===== src/rtl/nxn_game_controller_if.sv =====
// Signal bundle between click decoder / VGA renderer (master) and the
// N x N game controller (slave).
interface nxn_game_controller_if #(
    parameter int N       = 3,
    parameter int SCORE_W = 4
);
    logic [N*N-1:0]     cell_click;
    logic               new_game;
    logic               clear_score;
    logic [N*N-1:0]     board_x;
    logic [N*N-1:0]     board_o;
    logic               turn_x;
    logic [SCORE_W-1:0] score_x;
    logic [SCORE_W-1:0] score_o;
    logic               win_x;
    logic               win_o;
    logic               draw;
    logic               illegal;
    logic [2:0]         state;

    modport master (
        output cell_click, new_game, clear_score,
        input  board_x, board_o, turn_x, score_x, score_o,
               win_x, win_o, draw, illegal, state
    );

    modport slave (
        input  cell_click, new_game, clear_score,
        output board_x, board_o, turn_x, score_x, score_o,
               win_x, win_o, draw, illegal, state
    );
endinterface


===== src/rtl/nxn_game_controller.sv =====
// N x N tic-tac-toe controller: game FSM, board storage, win/draw detection, scores.
// Optional per-turn timeout enabled by defining MOVE_TIMEOUT_EN.
module nxn_game_controller #(
    parameter int N       = 3,
    parameter int SCORE_W = 4,
    parameter int TIMEOUT = 500_000_000
) (
    input  logic                 clk_100MHz,
    input  logic                 rst,
    nxn_game_controller_if.slave bus
);
    localparam int CELLS = N * N;
    localparam int IDX_W = (CELLS > 1) ? $clog2(CELLS) : 1;

    typedef enum logic [2:0] {
        S_IDLE    = 3'd0,
        S_TURN    = 3'd1,
        S_PLACE   = 3'd2,
        S_CHECK   = 3'd3,
        S_RELEASE = 3'd4,
        S_WIN_X   = 3'd5,
        S_WIN_O   = 3'd6,
        S_DRAW    = 3'd7
    } state_t;

    state_t             r_state;
    logic [CELLS-1:0]   r_board_x;
    logic [CELLS-1:0]   r_board_o;
    logic               r_turn_x;
    logic [SCORE_W-1:0] r_score_x;
    logic [SCORE_W-1:0] r_score_o;
    logic               r_win_x;
    logic               r_win_o;
    logic               r_draw;
    logic               r_illegal;
    logic [IDX_W-1:0]   r_idx;

`ifdef MOVE_TIMEOUT_EN
    localparam int               TMR_W    = (TIMEOUT > 1) ? $clog2(TIMEOUT) : 1;
    localparam logic [TMR_W-1:0] TMR_LOAD = TMR_W'(TIMEOUT - 1);
    logic [TMR_W-1:0]            r_timer;
`endif

    logic             w_any;
    logic [IDX_W-1:0] w_idx;
    logic             w_occupied;
    logic [CELLS-1:0] w_mover;
    logic             w_row;
    logic             w_col;
    logic             w_d1;
    logic             w_d2;
    logic             w_win;
    logic             w_full;

    // Lowest set click index wins when several cells are pressed.
    always_comb begin : click_pick
        w_any = 1'b0;
        w_idx = '0;
        for (int unsigned i = 0; i < CELLS; i++) begin
            if (bus.cell_click[i] && !w_any) begin
                w_idx = IDX_W'(i);
                w_any = 1'b1;
            end
        end
        w_occupied = r_board_x[w_idx] | r_board_o[w_idx];
    end

    // Only the player who just moved can have completed a line.
    always_comb begin : win_detect
        w_mover = r_turn_x ? r_board_x : r_board_o;
        w_win   = 1'b0;
        w_row   = 1'b1;
        w_col   = 1'b1;
        w_d1    = 1'b1;
        w_d2    = 1'b1;
        for (int unsigned r = 0; r < N; r++) begin
            w_row = 1'b1;
            w_col = 1'b1;
            for (int unsigned c = 0; c < N; c++) begin
                w_row = w_row & w_mover[r*N + c];
                w_col = w_col & w_mover[c*N + r];
            end
            w_d1  = w_d1 & w_mover[r*N + r];
            w_d2  = w_d2 & w_mover[r*N + (N - 1 - r)];
            w_win = w_win | w_row | w_col;
        end
        w_win  = w_win | w_d1 | w_d2;
        w_full = &(r_board_x | r_board_o);
    end

    always_ff @(posedge clk_100MHz or posedge rst) begin
        if (rst) begin
            r_state   <= S_IDLE;
            r_board_x <= '0;
            r_board_o <= '0;
            r_turn_x  <= 1'b1;
            r_score_x <= '0;
            r_score_o <= '0;
            r_win_x   <= 1'b0;
            r_win_o   <= 1'b0;
            r_draw    <= 1'b0;
            r_illegal <= 1'b0;
            r_idx     <= '0;
`ifdef MOVE_TIMEOUT_EN
            r_timer   <= TMR_LOAD;
`endif
        end else begin
            r_illegal <= 1'b0;
            case (r_state)
                S_IDLE: begin
                    r_board_x <= '0;
                    r_board_o <= '0;
                    r_turn_x  <= 1'b1;
`ifdef MOVE_TIMEOUT_EN
                    r_timer   <= TMR_LOAD;
`endif
                    if (w_any) r_state <= S_RELEASE;
                end
                S_RELEASE: begin
                    if (!w_any) r_state <= S_TURN;
                end
                S_TURN: begin
                    if (bus.new_game) begin
                        r_board_x <= '0;
                        r_board_o <= '0;
                        r_turn_x  <= 1'b1;
                        r_state   <= S_IDLE;
                    end else if (w_any) begin
                        if (w_occupied) begin
                            r_illegal <= 1'b1;
                            r_state   <= S_RELEASE;
                        end else begin
                            r_idx   <= w_idx;
                            r_state <= S_PLACE;
                        end
                    end else begin
`ifdef MOVE_TIMEOUT_EN
                        if (r_timer == '0) begin
                            r_turn_x <= ~r_turn_x;
                            r_timer  <= TMR_LOAD;
                        end else begin
                            r_timer  <= r_timer - 1'b1;
                        end
`endif
                    end
                end
                S_PLACE: begin
                    if (r_turn_x) r_board_x[r_idx] <= 1'b1;
                    else          r_board_o[r_idx] <= 1'b1;
                    r_state <= S_CHECK;
                end
                S_CHECK: begin
                    if (w_win) begin
                        if (r_turn_x) begin
                            r_win_x <= 1'b1;
                            r_state <= S_WIN_X;
                            if (r_score_x != '1) r_score_x <= r_score_x + 1'b1;
                        end else begin
                            r_win_o <= 1'b1;
                            r_state <= S_WIN_O;
                            if (r_score_o != '1) r_score_o <= r_score_o + 1'b1;
                        end
                    end else if (w_full) begin
                        r_draw  <= 1'b1;
                        r_state <= S_DRAW;
                    end else begin
                        r_turn_x <= ~r_turn_x;
                        r_state  <= S_RELEASE;
`ifdef MOVE_TIMEOUT_EN
                        r_timer  <= TMR_LOAD;
`endif
                    end
                end
                S_WIN_X, S_WIN_O, S_DRAW: begin
                    if (bus.new_game) begin
                        r_board_x <= '0;
                        r_board_o <= '0;
                        r_turn_x  <= 1'b1;
                        r_win_x   <= 1'b0;
                        r_win_o   <= 1'b0;
                        r_draw    <= 1'b0;
                        r_state   <= S_IDLE;
                    end
                end
                default: begin
                    r_win_x <= 1'b0;
                    r_win_o <= 1'b0;
                    r_draw  <= 1'b0;
                    r_state <= S_IDLE;
                end
            endcase
            // Placed after the FSM so a clear overrides a coincident win increment.
            if (bus.clear_score) begin
                r_score_x <= '0;
                r_score_o <= '0;
            end
        end
    end

    assign bus.board_x = r_board_x;
    assign bus.board_o = r_board_o;
    assign bus.turn_x  = r_turn_x;
    assign bus.score_x = r_score_x;
    assign bus.score_o = r_score_o;
    assign bus.win_x   = r_win_x;
    assign bus.win_o   = r_win_o;
    assign bus.draw    = r_draw;
    assign bus.illegal = r_illegal;
    assign bus.state   = r_state;
endmodule


===== src/flat_wrapper.sv =====
// flat-port wrapper written by rule: the top's interface ports become plain ports
module nxn_game_controller_flat 
#(
    parameter int N       = 3,
    parameter int SCORE_W = 4,
    parameter int TIMEOUT = 500_000_000
)
  (clk_100MHz, rst, bus_cell_click, bus_new_game, bus_clear_score, bus_board_x, bus_board_o, bus_turn_x, bus_score_x, bus_score_o, bus_win_x, bus_win_o, bus_draw, bus_illegal, bus_state);
  nxn_game_controller_if #(.N(N), .SCORE_W(SCORE_W)) bus_i ();
  input  logic clk_100MHz;
  input  logic rst;
  input wire logic [$bits(bus_i.cell_click)-1:0] bus_cell_click;
  input wire logic [$bits(bus_i.new_game)-1:0] bus_new_game;
  input wire logic [$bits(bus_i.clear_score)-1:0] bus_clear_score;
  output wire logic [$bits(bus_i.board_x)-1:0] bus_board_x;
  output wire logic [$bits(bus_i.board_o)-1:0] bus_board_o;
  output wire logic [$bits(bus_i.turn_x)-1:0] bus_turn_x;
  output wire logic [$bits(bus_i.score_x)-1:0] bus_score_x;
  output wire logic [$bits(bus_i.score_o)-1:0] bus_score_o;
  output wire logic [$bits(bus_i.win_x)-1:0] bus_win_x;
  output wire logic [$bits(bus_i.win_o)-1:0] bus_win_o;
  output wire logic [$bits(bus_i.draw)-1:0] bus_draw;
  output wire logic [$bits(bus_i.illegal)-1:0] bus_illegal;
  output wire logic [$bits(bus_i.state)-1:0] bus_state;
  assign bus_i.cell_click = bus_cell_click;
  assign bus_i.new_game = bus_new_game;
  assign bus_i.clear_score = bus_clear_score;
  assign bus_board_x = bus_i.board_x;
  assign bus_board_o = bus_i.board_o;
  assign bus_turn_x = bus_i.turn_x;
  assign bus_score_x = bus_i.score_x;
  assign bus_score_o = bus_i.score_o;
  assign bus_win_x = bus_i.win_x;
  assign bus_win_o = bus_i.win_o;
  assign bus_draw = bus_i.draw;
  assign bus_illegal = bus_i.illegal;
  assign bus_state = bus_i.state;
  nxn_game_controller #(.N(N), .SCORE_W(SCORE_W), .TIMEOUT(TIMEOUT)) u_core (.clk_100MHz(clk_100MHz), .rst(rst), .bus(bus_i));
endmodule

===== config.mk =====
export PLATFORM = sky130hd
export DESIGN_NAME = nxn_game_controller_flat
export DESIGN_NICKNAME = d
export VERILOG_FILES = /design/src/rtl/nxn_game_controller_if.sv /design/src/rtl/nxn_game_controller.sv /design/src/flat_wrapper.sv
export SDC_FILE = /design/constraint.sdc
export NUM_CORES = 1
export LEC_CHECK = 0
export BUFFER_PORTS_ARGS = -buffer_cell sky130_fd_sc_hd__buf_2
export CAP_MARGIN = 30
export CORE_UTILIZATION = 45
export DETAILED_ROUTE_END_ITERATION = 10
export HOLD_SLACK_MARGIN = 0.02
export PLACE_DENSITY = 0.68
export SETUP_SLACK_MARGIN = 0.4
export SYNTH_ARGS = -nofsm -noshare
export SYNTH_HDL_FRONTEND = slang
export SYNTH_SLANG_ARGS = --single-unit
export TNS_END_PERCENT = 50

===== constraint.sdc =====
create_clock -name clk_100MHz -period 6.76 [get_ports clk_100MHz]
set_input_delay 2.028 -clock clk_100MHz [delete_from_list [all_inputs] [get_ports clk_100MHz]]
set_output_delay 2.028 -clock clk_100MHz [all_outputs]
set_load 0.02 [all_outputs]

# ---- After elaboration in Yosys (flattened, before gate mapping)
# Cells that the tools add are included.
dict set report word_totals {
  elab_cells 175
  ff_bits 38
  input_bits 13
}
dict set report op_classes {
  muxes 67
  order_cmp 3
  add_sub_neg 2
  bitwise 30
  n_reduce_logical 39
  eq_ne 23
}
# cell n
set op_table {}
lappend op_table {{4-bit two-way mux} 17}
lappend op_table {{9-bit one-hot mux with 3 select lines} 2}
lappend op_table {{9-bit two-way mux} 4}
lappend op_table {{4-bit AND reduction} 8}
lappend op_table {{1-bit two-way mux} 27}
lappend op_table {{9-bit bitwise OR} 3}
lappend op_table {{3-bit two-way mux} 7}
lappend op_table {{3-bit one-hot mux with 6 select lines} 1}
lappend op_table {{1-bit bitwise AND} 16}
lappend op_table {{2-bit inequality test (second input constant)} 7}
lappend op_table {{3-bit equality test (second input constant)} 4}
lappend op_table {{2-bit by 1-bit inequality test with 1-bit output (second input constant)} 6}
lappend op_table {{2-bit nonzero test} 6}
lappend op_table {{4-bit by 5-bit less-than comparator with 1-bit output (second input constant)} 2}
lappend op_table {{1-bit logical AND} 9}
lappend op_table {{9-bit AND reduction} 1}
lappend op_table {{4-bit by 1-bit adder with 4-bit output (second input constant)} 2}
lappend op_table {{1-bit binary-select mux with 4-bit select} 2}
lappend op_table {{1-bit zero test} 8}
lappend op_table {{4-bit inequality test (second input constant)} 2}
lappend op_table {{1-bit bitwise OR} 8}
lappend op_table {{3-bit by 2-bit equality test with 1-bit output (second input constant)} 2}
lappend op_table {{1-bit one-hot mux with 2 select lines} 3}
lappend op_table {{3-bit AND reduction} 2}
lappend op_table {{11 further kinds} 15}

# ---- Longest topological paths before layout
# Gate-level depths: netlist of run 1.
dict set report logic_depth {
  ltp_word 32
  mapped_depth 9
  mapped_depth_nobuf 7
}

# ---- Worst setup path before layout of run 1
# Ideal clock, no wire load.
dict set report synth_path {
  path_type {in2reg}
  startpoint {input bus_cell_click[7]}
  endpoint {register u_core.r_idx[0]}
  arrival_time_ns 3.658
  path_stages 7
  path_slack_ns 2.977
  cell_sequence {nor2b_1 -> or4_4 -> a211oi_1 -> o32a_1 -> nand4_2 -> or2_4 -> mux2_4}
}
dict set report synth_via {
  elab_chain_cells 10
  elab_cells_between_ends 14
  cone_classes {mux (8); bitwise (2); reduce/logical (4)}
}
# element line
set synth_lines {}
lappend synth_lines {{from (decl)} flat_wrapper.sv:12} ;# input wire logic [$bits(bus_i.cell_click)-1:0] bus_cell_click;
lappend synth_lines {{1-bit logical AND (*)} nxn_game_controller.sv:60} ;# if (bus.cell_click[i] && !w_any) begin
lappend synth_lines {{1-bit two-way mux} nxn_game_controller.sv:60}
lappend synth_lines {{1-bit zero test} nxn_game_controller.sv:60}
lappend synth_lines {{1-bit logical AND} nxn_game_controller.sv:60}
lappend synth_lines {{4-bit two-way mux} nxn_game_controller.sv:60}
lappend synth_lines {{1-bit binary-select mux with 4-bit select} nxn_game_controller.sv:65} ;# w_occupied = r_board_x[w_idx] | r_board_o[w_idx];
lappend synth_lines {{1-bit two-way mux (not written as such)} nxn_game_controller.sv:65}
lappend synth_lines {{1-bit bitwise OR} nxn_game_controller.sv:65}
lappend synth_lines {{1-bit NOT (no line)} n/a}
lappend synth_lines {{4-bit AND reduction (no line)} n/a}
lappend synth_lines {{to (signal assigned)} nxn_game_controller.sv:133} ;# r_idx <= w_idx;
lappend synth_lines {{to (decl)} nxn_game_controller.sv:36} ;# logic [IDX_W-1:0] r_idx;
# Every way passes the cells marked *; elsewhere a longest branch is shown, timed or not. The select of a mux whose other input is x is not followed.
# A chain may end at the register's enable or synchronous reset.

# ---- Final worst setup path of run 1
dict set report layout_path {
  startpoint {input bus_cell_click[7]}
  endpoint {register u_core.r_idx[1]}
}
# The elaborated chain is that of the path after synthesis.

==> out/results.ini, run 1 <==
[clock_tree]
clock_path_buffers=2
root_buffer=clkbuf_8
post_cts_buffers=0
clock_latency_ns=0.29
cts_sinks=38
cts_tree=yes
cts-resized-gates=0
numCtsBuffers=5
clk_pin_slew_worst_paths_ns=0.08
cts_htree_levels=2
postCtsHoldBufs=0

[drt]
drt-initial-drc-count=152
wl_met2_mm=2.452
m1WireLength_mm=2.565
ant_nets=0
post_drt_via_cell_ratio=6.018
route.met3.wl_um=363
wire_per_inst_um=15.99
routed_wl_mm=5.419
top_layer_used=met4
dr.pass1.iters=5
drc=0
vias=2040

[floorplan]
initial_core_util_pct=47.76
die_h_um=70.45
fp.dieW_um=70.45
dieArea_sq_um=4963
core-area_sq_um=4414
rows=24
ios=47

[synthesis]
yosysUniqueCellTypes=50
yosys-top-cells-count=nor2_1, dfrtp_1, a21oi_1
synth-compound-area-share_pct=20.47
yosysWarnings=0
synth_top_family_by_area=simple AND/OR/NAND/NOR gates
yosys.area_share.simple_pct=24.15
synth_top_area_share_pct=43.92
syn_area_per_cell_sq_um=8.821
synthMostInstantiatedCell=nor2_1
synth_fa_ha_area_share_pct=1.187
syn_area_sq_um=2108
post-synth-top-area-cell=dfrtp_1
ys_ff_latch=38
ys_seq_area_share_pct=45.16
synthesis.nets=254
yosys-top-cells-area=dfrtp_1, nor2_1, a21oi_1
synthMuxAreaShare_pct=3.917
ys.flop_type=dfrtp_1
syn-instance-count=239
synth_xor_area_share_pct=1.662
synth_edf_count=0
synthArstFlopShare_pct=100.0

[grt]
grt_max_degree=39
gr-total-overflow=0
grt_pass1_vias=1837
antenna_found_initial=0
grt_use_total_pct=23.25
grt_pass1_wl_mm=9.156

[timing]
period_needed_ns=3.751
max_freq_mhz=266.6
setup_viol=0
worst_pin_slew_ns=0.6502
slew_headroom_pct=56.32
tns_ns=0
fin_skew_ns=0.006650
hold_viol_final=0
rsz0062_at_grt=false
final_max_slew_viol_count=0
period_share_pct=55.49
worst_slack_ns=3.009

[placed_design]
placed_cell_area_sq_um=2389
placedCellCount=331
dp_slack_ns=2.695
io_buffers=46
hpwl_mm=3.876
gp_congestion=0.9098

[worst_setup_path]
critPathMaxFanout=5
cp_top_family=simple AND/OR/NAND/NOR gates
critPathMaxStageDelay_ns=0.45
crit_path_start_kind=input pin
crit_type=in -> reg
cp_slowest_cell=or4_4
cp_data_arrival_time_ns=3.93
cp.required_ns=6.94
crit_chain=buf_2, nor2b_1, or4_4, a211oi_1, o32a_1, nand4_2, or2_4, mux2_4
endpoint_kind=flip-flop
crit_buf_inv=1

[pwr]
p_clk_share_pct=41.3
p_per_area_nw_per_um2=187.6
power_frac_comb_pct=8.1
p_total_w=0.0004686
power.leakage_nw=1.241
swShare_pct=24.69
power_frac_seq_pct=50.6
p_int_w=0.0003529
switchingPower_w=0.0001157
ir_worst_vdd_v=0.0001354

[finish]
final_cell_area_sq_um=2497
syn2layout_area_growth_pct=18.46
drive_gt1_share_pct=23.34
fin_nets=301
insertedDiodeCount=0
layout.cells.non_filler=339

[flow_run]
max_cap_viol_count=0

[run_status]
outcome=finished, final reports clean

[min_path]
min_path_type=reg -> reg

==> layout by cell type, fill, tap and decap left out, drive strengths merged, types with 3 or more instances in the layout <==
cell    count
a211oi      4
a21oi      18
a22o        4
a31oi      10
buf        49
clkbuf      5
dfrtp      37
inv        10
mux2        4
mux2i       3
nand2      13
nand2b      4
nand3       6
nand4       4
nor2       45
nor2b       6
nor3        8
nor4        7
o211ai      4
o21ai       8
xnor2       3
==> kinds of logic after synthesis <==
logic type                 after synthesis
and+or+nand+nor                        104
AOI/OAI and AO/OA                       65
DFF                                     38
buffers and inverters                   19
muxes                                    7
xor gates and xnor gates                 4
adders and majority gates                2
==> state kept, by name, summed over array words and instances (netlist names), 3 cells and up <==
signal              count
u_core.bus.board_o      9
u_core.bus.board_x      9
u_core.bus.score_o      4
u_core.bus.score_x      4
u_core.r_idx            4
u_core.bus.state        3
==> power groups by stage <==
stage          logic (W)  clock network (W)  registers (W)
2_1_floorplan  0.0000205                  0       0.000243
3_3_place_gp   0.0000371                  0       0.000242
3_5_place_dp   0.0000381                  0       0.000242
4_1_cts        0.0000384           0.000195       0.000237
5_1_grt        0.0000424           0.000205       0.000238
6_report       0.0000379           0.000193       0.000237
==> through the flow <==
step                hold WS (ns)  utilization, %
floorplan                 0.5170               -
global route              0.5414           56.58
CTS                       0.5112           56.58
global placement          0.4734           54.00
finish                    0.5007           56.58
detailed placement        0.4980           54.11
==> final cells by class <==
| cell class | instances | area [sq um] |
|---|---|---|
| inverters | 10 | 37.54 |
| clock buffers | 5 | 68.82 |
| repair buffers | 49 | 250.2 |
| well taps | 52 | 65.06 |
| flip-flops and latches | 38 | 952.2 |
| multi-input cells | 182 | 1084 |
| clock inverters | 3 | 40.04 |
| fillers | 418 | 1917 |
==> path summary, 6_finish.rpt <==
kind                            slack [ns]              start                     to  depth (start not counted)
worst max-delay path                  3.01  bus_cell_click[7]        u_core.r_idx[1]                          8
worst min-delay path                  0.50    u_core.bus.draw        u_core.bus.draw                          2
worst max register to register        4.47  u_core.bus.turn_x  u_core.bus.score_o[1]                          8
worst min register to register        0.50    u_core.bus.draw        u_core.bus.draw                          2
max in group asynchronous             4.56                rst      u_core.bus.turn_x                          3
min in group asynchronous             1.84                rst  u_core.bus.board_o[2]                          3
==> worst register-to-register path, cell delays in order, from the launching register on <==
cell      delay [ns]
dfstp_2         0.66
a31o_2          0.14
a221oi_1        0.04
a31oi_1         0.22
nor3_1          0.13
buf_2           0.19
or4_1           0.58
mux2i_1         0.17
nor2_1          0.05
==> routing by layer <==
layer / vias to the layer above / global-route usage, %
met4: 0 / 5.556
met5: - / 0
li1: 971 / -
met1: 985 / 34.30
met2: 80 / 35.13
met3: 4 / 4.473
(Power assumes the default switching activity.)
==> inputs of run 2 (changes only) <==
--- a/config.mk
+++ b/config.mk
@@ -10,7 +10,7 @@
 export CORE_UTILIZATION = 45
 export DETAILED_ROUTE_END_ITERATION = 10
 export HOLD_SLACK_MARGIN = 0.02
-export PLACE_DENSITY = 0.68
+export PLACE_DENSITY = 0.71
 export SETUP_SLACK_MARGIN = 0.4
 export SYNTH_ARGS = -nofsm -noshare
 export SYNTH_HDL_FRONTEND = slang
==> constraint.sdc (replaced) <==
create_clock -name clk_100MHz -period 3.2 [get_ports clk_100MHz]
set_input_delay 0.96 -clock clk_100MHz [delete_from_list [all_inputs] [get_ports clk_100MHz]]
set_output_delay 0.96 -clock clk_100MHz [all_outputs]
set_load 0.02 [all_outputs]
==> out/results.ini, run 2 (same netlist as run 1, synthesis figures left out) <==
[run_status]
outcome=finished, final reports clean

[drt]
drt-initial-drc-count=234
dr.pass1.iters=5
wire_per_inst_um=15.60
post_drt_via_cell_ratio=5.976
routed_wl_mm=5.287
vias=2026
drc=0
ant_nets=0

[finish]
syn2layout_area_growth_pct=20.42
register_area_sq_um=952.2
final_common_cell=buf_2
insertedDiodeCount=0
layout_common_cells=buf_2, nor2_1, dfrtp_1, a21oi_1, nand2_1
drive_gt1_share_pct=23.69
fillers=432
fin_nets=301
multi_input_area_sq_um=1089

[grt]
gr-total-overflow=0
grt_pass1_wl_mm=9.225
use_met1_pct=35.74
grt_max_degree=39
antenna_found_initial=0
grt_use_total_pct=23.71
grtUsageMet3_pct=4.329
grt.busiest_layer=met1
use_met2_pct=33.44
grt_pass1_vias=1863

[clock_tree]
numCtsBuffers=5
postCtsHoldBufs=0
post_cts_buffers=0
cts_tree=yes
cts_htree_levels=2
cts_sinks=38
clock_path_buffers=2
clock_latency_ns=0.30
root_buffer=clkbuf_8
clk_pin_slew_worst_paths_ns=0.08

[worst_setup_path]
cp.required_ns=3.38
critPathMaxFanout=5
crit_type=in -> reg
reg2reg_from=u_core.bus.board_o[2]
r2r_cells=8
r2r_slack_ns=0.94
r2r-end=u_core.bus.state[1]
cp_data_arrival_time_ns=2.84
endpoint_kind=flip-flop
crit_path_start_kind=input pin

[placed_design]
dp_slack_ns=0.1896
gp_congestion=0.9194
io_buffers=46
hpwl_mm=3.811

[floorplan]
initial_core_util_pct=47.76
ios=47
dieArea_sq_um=4963
core-area_sq_um=4414
die_h_um=70.45
rows=24
fp.dieW_um=70.45

[timing]
hold_viol_final=0
setup_viol=0
slew_headroom_pct=55.27
fin_skew_ns=0.006648
worst_slack_ns=0.5419
period_needed_ns=2.658
final_max_slew_viol_count=0
worst_pin_slew_ns=0.6658
tns_ns=0
rsz0062_at_grt=false
max_freq_mhz=376.2
period_share_pct=83.06

[flow_run]
max_cap_viol_count=0

[min_path]
hp-start=u_core.bus.draw
hold_depth=2
min_path_type=reg -> reg
holdPathEnd=u_core.bus.draw

[pwr]
ir_worst_vdd_v=0.0002451
power.leakage_nw=1.258
p_per_area_nw_per_um2=431.5
p_total_w=0.001096

## run 2: cell types whose count changed in the layout (fill, tap and decap cells not counted), sizes merged
cell    previous run  this run
bufinv             1         2
clkinv             2         0
clkbuf             5         6
## run 2: routing by layer
| layer | up-vias | wire (um) |
|---|---|---|
| met5 | - | 0 |
| met3 | 11 | 306 |
| met2 | 84 | 2341 |
| met4 | 0 | 103 |
| met1 | 961 | 2536 |
| li1 | 970 | - |
## run 2: repair_timing
item | CTS | global route
endpoints found under the setup margin | 0 | 1
hold endpoints to repair | 0 | 0
resized for setup | 0 | 1
## run 2: how the worst max path moves through the flow
stage | from | slack (ns) | endpoint | cells past startpoint
2_1_floorplan | bus_cell_click[7] | 0.49 | u_core.r_idx[0] | 7
3_3_place_gp | bus_cell_click[7] | 0.29 | u_core.r_idx[0] | 8
3_5_place_dp | bus_cell_click[7] | 0.19 | u_core.r_idx[1] | 8
4_1_cts | bus_cell_click[7] | 0.50 | u_core.r_idx[1] | 8
5_1_grt | bus_cell_click[7] | 0.41 | u_core.r_idx[1] | 8
6_report | bus_cell_click[7] | 0.54 | u_core.r_idx[1] | 8
## run 2: cell type report
| type | instances | area share, % |
|---|---|---|
| flip-flops and latches | 38 | 37.51 |
| clock inverters | 2 | 2.366 |
| multi-input cells | 182 | 42.88 |
| clock buffers | 6 | 3.253 |
| inverters | 10 | 1.479 |
| repair buffers | 49 | 9.956 |
| well taps | 52 | 2.563 |
## run 2: worst max-delay path, cell delays in order
cell      delay, ns
buf_2          0.12
nor2b_1        0.14
or4_4          0.45
a211oi_2       0.22
o32a_1         0.20
nand4_2        0.15
or2_4          0.30
mux2_4         0.30
## run 2: stage by stage
step	cell area [sq um]	std cells	hold slack (ns)	utilization, %
floorplan	2108	239	0.5170	-
global placement	2391	331	0.4733	54.17
detailed placement	2391	331	0.4977	54.17
CTS	2534	339	0.5157	57.40
global route	2539	339	0.5601	57.51
finish	2539	339	0.5054	57.51
## run 2: where the power goes
| group | switching [W] | internal (W) | total, W |
|---|---|---|---|
| Clock | 0.000181 | 0.000333 | 0.000514 |
| Sequential | 0.0000142 | 0.000488 | 0.000502 |
| Combinational | 0.0000514 | 0.0000287 | 0.0000801 |
==> inputs of run 3 (changes only) <==
--- a/config.mk
+++ b/config.mk
@@ -10,7 +10,7 @@
 export CORE_UTILIZATION = 45
 export DETAILED_ROUTE_END_ITERATION = 10
 export HOLD_SLACK_MARGIN = 0.02
-export PLACE_DENSITY = 0.71
+export PLACE_DENSITY = 0.68
 export SETUP_SLACK_MARGIN = 0.4
 export SYNTH_ARGS = -nofsm -noshare
 export SYNTH_HDL_FRONTEND = slang
==> constraint.sdc (replaced) <==
create_clock -name clk_100MHz -period 2.5 [get_ports clk_100MHz]
set_input_delay 0.75 -clock clk_100MHz [delete_from_list [all_inputs] [get_ports clk_100MHz]]
set_output_delay 0.75 -clock clk_100MHz [all_outputs]
set_load 0.02 [all_outputs]
==> out/results.ini, run 3 (same netlist as run 1, synthesis figures left out) <==
[finish]
fillers=383
multi_input_area_sq_um=1122
layout_common_cells=nor2_1, buf_2, dfrtp_1, buf_4, a21oi_1
final_cell_area_sq_um=2763
register_area_sq_um=957.2
postLayoutCoreUtil_pct=62.59
syn2layout_area_growth_pct=31.04
final_common_cell=nor2_1
fin_nets=327
drive_gt1_share_pct=33.23
insertedDiodeCount=0

[placed_design]
placed_cell_area_sq_um=2531
gp_congestion=0.8735
hpwl_mm=3.891
io_buffers=46

[drt]
ant_nets=0
drt-initial-drc-count=169
dr.pass1.iters=5
post_drt_via_cell_ratio=5.808
vias=2120
wire_per_inst_um=15.05
drc=0
routed_wl_mm=5.493

[worst_setup_path]
critPathMaxStageDelay_ns=0.45
crit_start=bus_cell_click[7]
cp_slowest_cell=or4_4
cp_data_arrival_time_ns=2.49
crit_chain=buf_6, nor2b_4, or4_4, a211oi_2, o32a_1, nand4_2, or2_4, mux2_4
crit_type=in -> reg
endpoint_kind=flip-flop
cp.required_ns=2.68
r2r_slack_ns=0.29
r2r-end=u_core.bus.state[1]
reg2reg_from=u_core.bus.board_o[7]
worstSetupEndpoint=u_core.r_idx[1]
r2r_cells=8
critPathMaxFanout=4
crit_path_start_kind=input pin

[timing]
final_max_slew_viol_count=0
setup_viol=0
period_needed_ns=2.306
slew_headroom_pct=65.86
max_freq_mhz=433.6
rsz0062_at_grt=true
fin_skew_ns=0.007223
period_share_pct=92.25
worst_pin_slew_ns=0.5082
hold_viol_final=0

[pwr]
swShare_pct=24.22
switchingPower_w=0.0003126
p_per_area_nw_per_um2=467.1
p_clk_share_pct=40.5
p_int_w=0.0009779
power_frac_comb_pct=9.8
power.leakage_nw=1.376
power_frac_seq_pct=49.7
ir_worst_vdd_v=0.0004547

[clock_tree]
root_buffer=clkbuf_8
cts_sinks=38
postCtsHoldBufs=0
numCtsBuffers=5
cts_htree_levels=2
clock_latency_ns=0.29
clock_path_buffers=2
clk_pin_slew_worst_paths_ns=0.08
cts_tree=yes

[floorplan]
initial_core_util_pct=47.76
ios=47
core-area_sq_um=4414
rows=24
fp.dieW_um=70.45
dieArea_sq_um=4963
die_h_um=70.45

[grt]
grt_use_total_pct=23.42
grt_pass1_vias=1949
antenna_found_initial=0
grt_max_degree=39
grt_pass1_wl_mm=9.218
gr-total-overflow=0

[min_path]
min_path_type=reg -> reg

[flow_run]
max_cap_viol_count=0

[run_status]
outcome=finished, final reports clean

[run 3: cell types whose count changed in the layout (fill, tap and decap cells not counted), sizes merged]
cell / change
clkbuf: -1
clkinvlp: +2
buf: +26
bufinv: -1
[run 3: layer usage]
layer	track usage [%]	up-vias	routed length (um)
li1	-	1019	-
met1	33.40	1015	2604
met2	35.77	76	2548
met3	3.463	10	238
met4	9.111	0	102
met5	0	-	0
[run 3: worst max-delay path: cells and delay by family]
family	cells	cell delay, ns
simple gates	4	0.97
compound gates	2	0.38
mux	1	0.29
buf+inv	1	0.09
[run 3: worst min path at each step]
stage                     start                to  slack, ns  depth (start not counted)
3_3_place_gp   u_core.bus.win_o  u_core.bus.win_o       0.48                          1
4_1_cts        u_core.bus.win_x  u_core.bus.win_x       0.51                          2
6_report       u_core.bus.win_x  u_core.bus.win_x       0.50                          2
2_1_floorplan   u_core.r_idx[3]   u_core.r_idx[3]       0.52                          2
5_1_grt        u_core.bus.win_o  u_core.bus.win_o       0.51                          1
3_5_place_dp   u_core.bus.win_x  u_core.bus.win_x       0.49                          2
[run 3: final cells by class]
| class | count | share of cell area (%) |
|---|---|---|
| Clock buffer | 5 | 2.491 |
| Sequential cell | 38 | 34.65 |
| Clock inverter | 3 | 1.630 |
| Timing Repair Buffer | 75 | 16.89 |
| Inverter | 10 | 1.359 |
| Tap cell | 52 | 2.355 |
| Multi-Input combinational cell | 182 | 40.63 |
[run 3: power groups by stage]
stage | logic (W) | clock network [W] | registers, W
2_1_floorplan | 0.0000574 | 0 | 0.000657
3_3_place_gp | 0.000119 | 0 | 0.000653
3_5_place_dp | 0.000120 | 0 | 0.000653
4_1_cts | 0.000127 | 0.000536 | 0.000641
5_1_grt | 0.000141 | 0.000559 | 0.000643
6_report | 0.000127 | 0.000522 | 0.000642
[run 3: per-stage QoR]
stage / setup slack [ns] / cells / hold WS [ns] / TNS [ns] / power (W)
2_1_floorplan: 0.02325 / 239 / 0.5170 / 0 / 0.0007142
6_report: 0.1937 / 365 / 0.4983 / 0 / 0.001290
5_1_grt: 0.1277 / 365 / 0.5119 / 0 / 0.001343
3_3_place_gp: -0.1129 / 348 / 0.4766 / -0.2255 / 0.0007719
4_1_cts: 0.1955 / 365 / 0.5055 / 0 / 0.001304
3_5_place_dp: -0.1455 / 348 / 0.4870 / -0.3126 / 0.0007730
[run 3: what timing repair did]
action | 4_1_cts | 5_1_grt
resized for setup | 10 | 3
buffers inserted | 9 | 0
pin swaps | 4 | 3
gates cloned | 0 | 0
endpoints found under the setup margin | 10 | 17
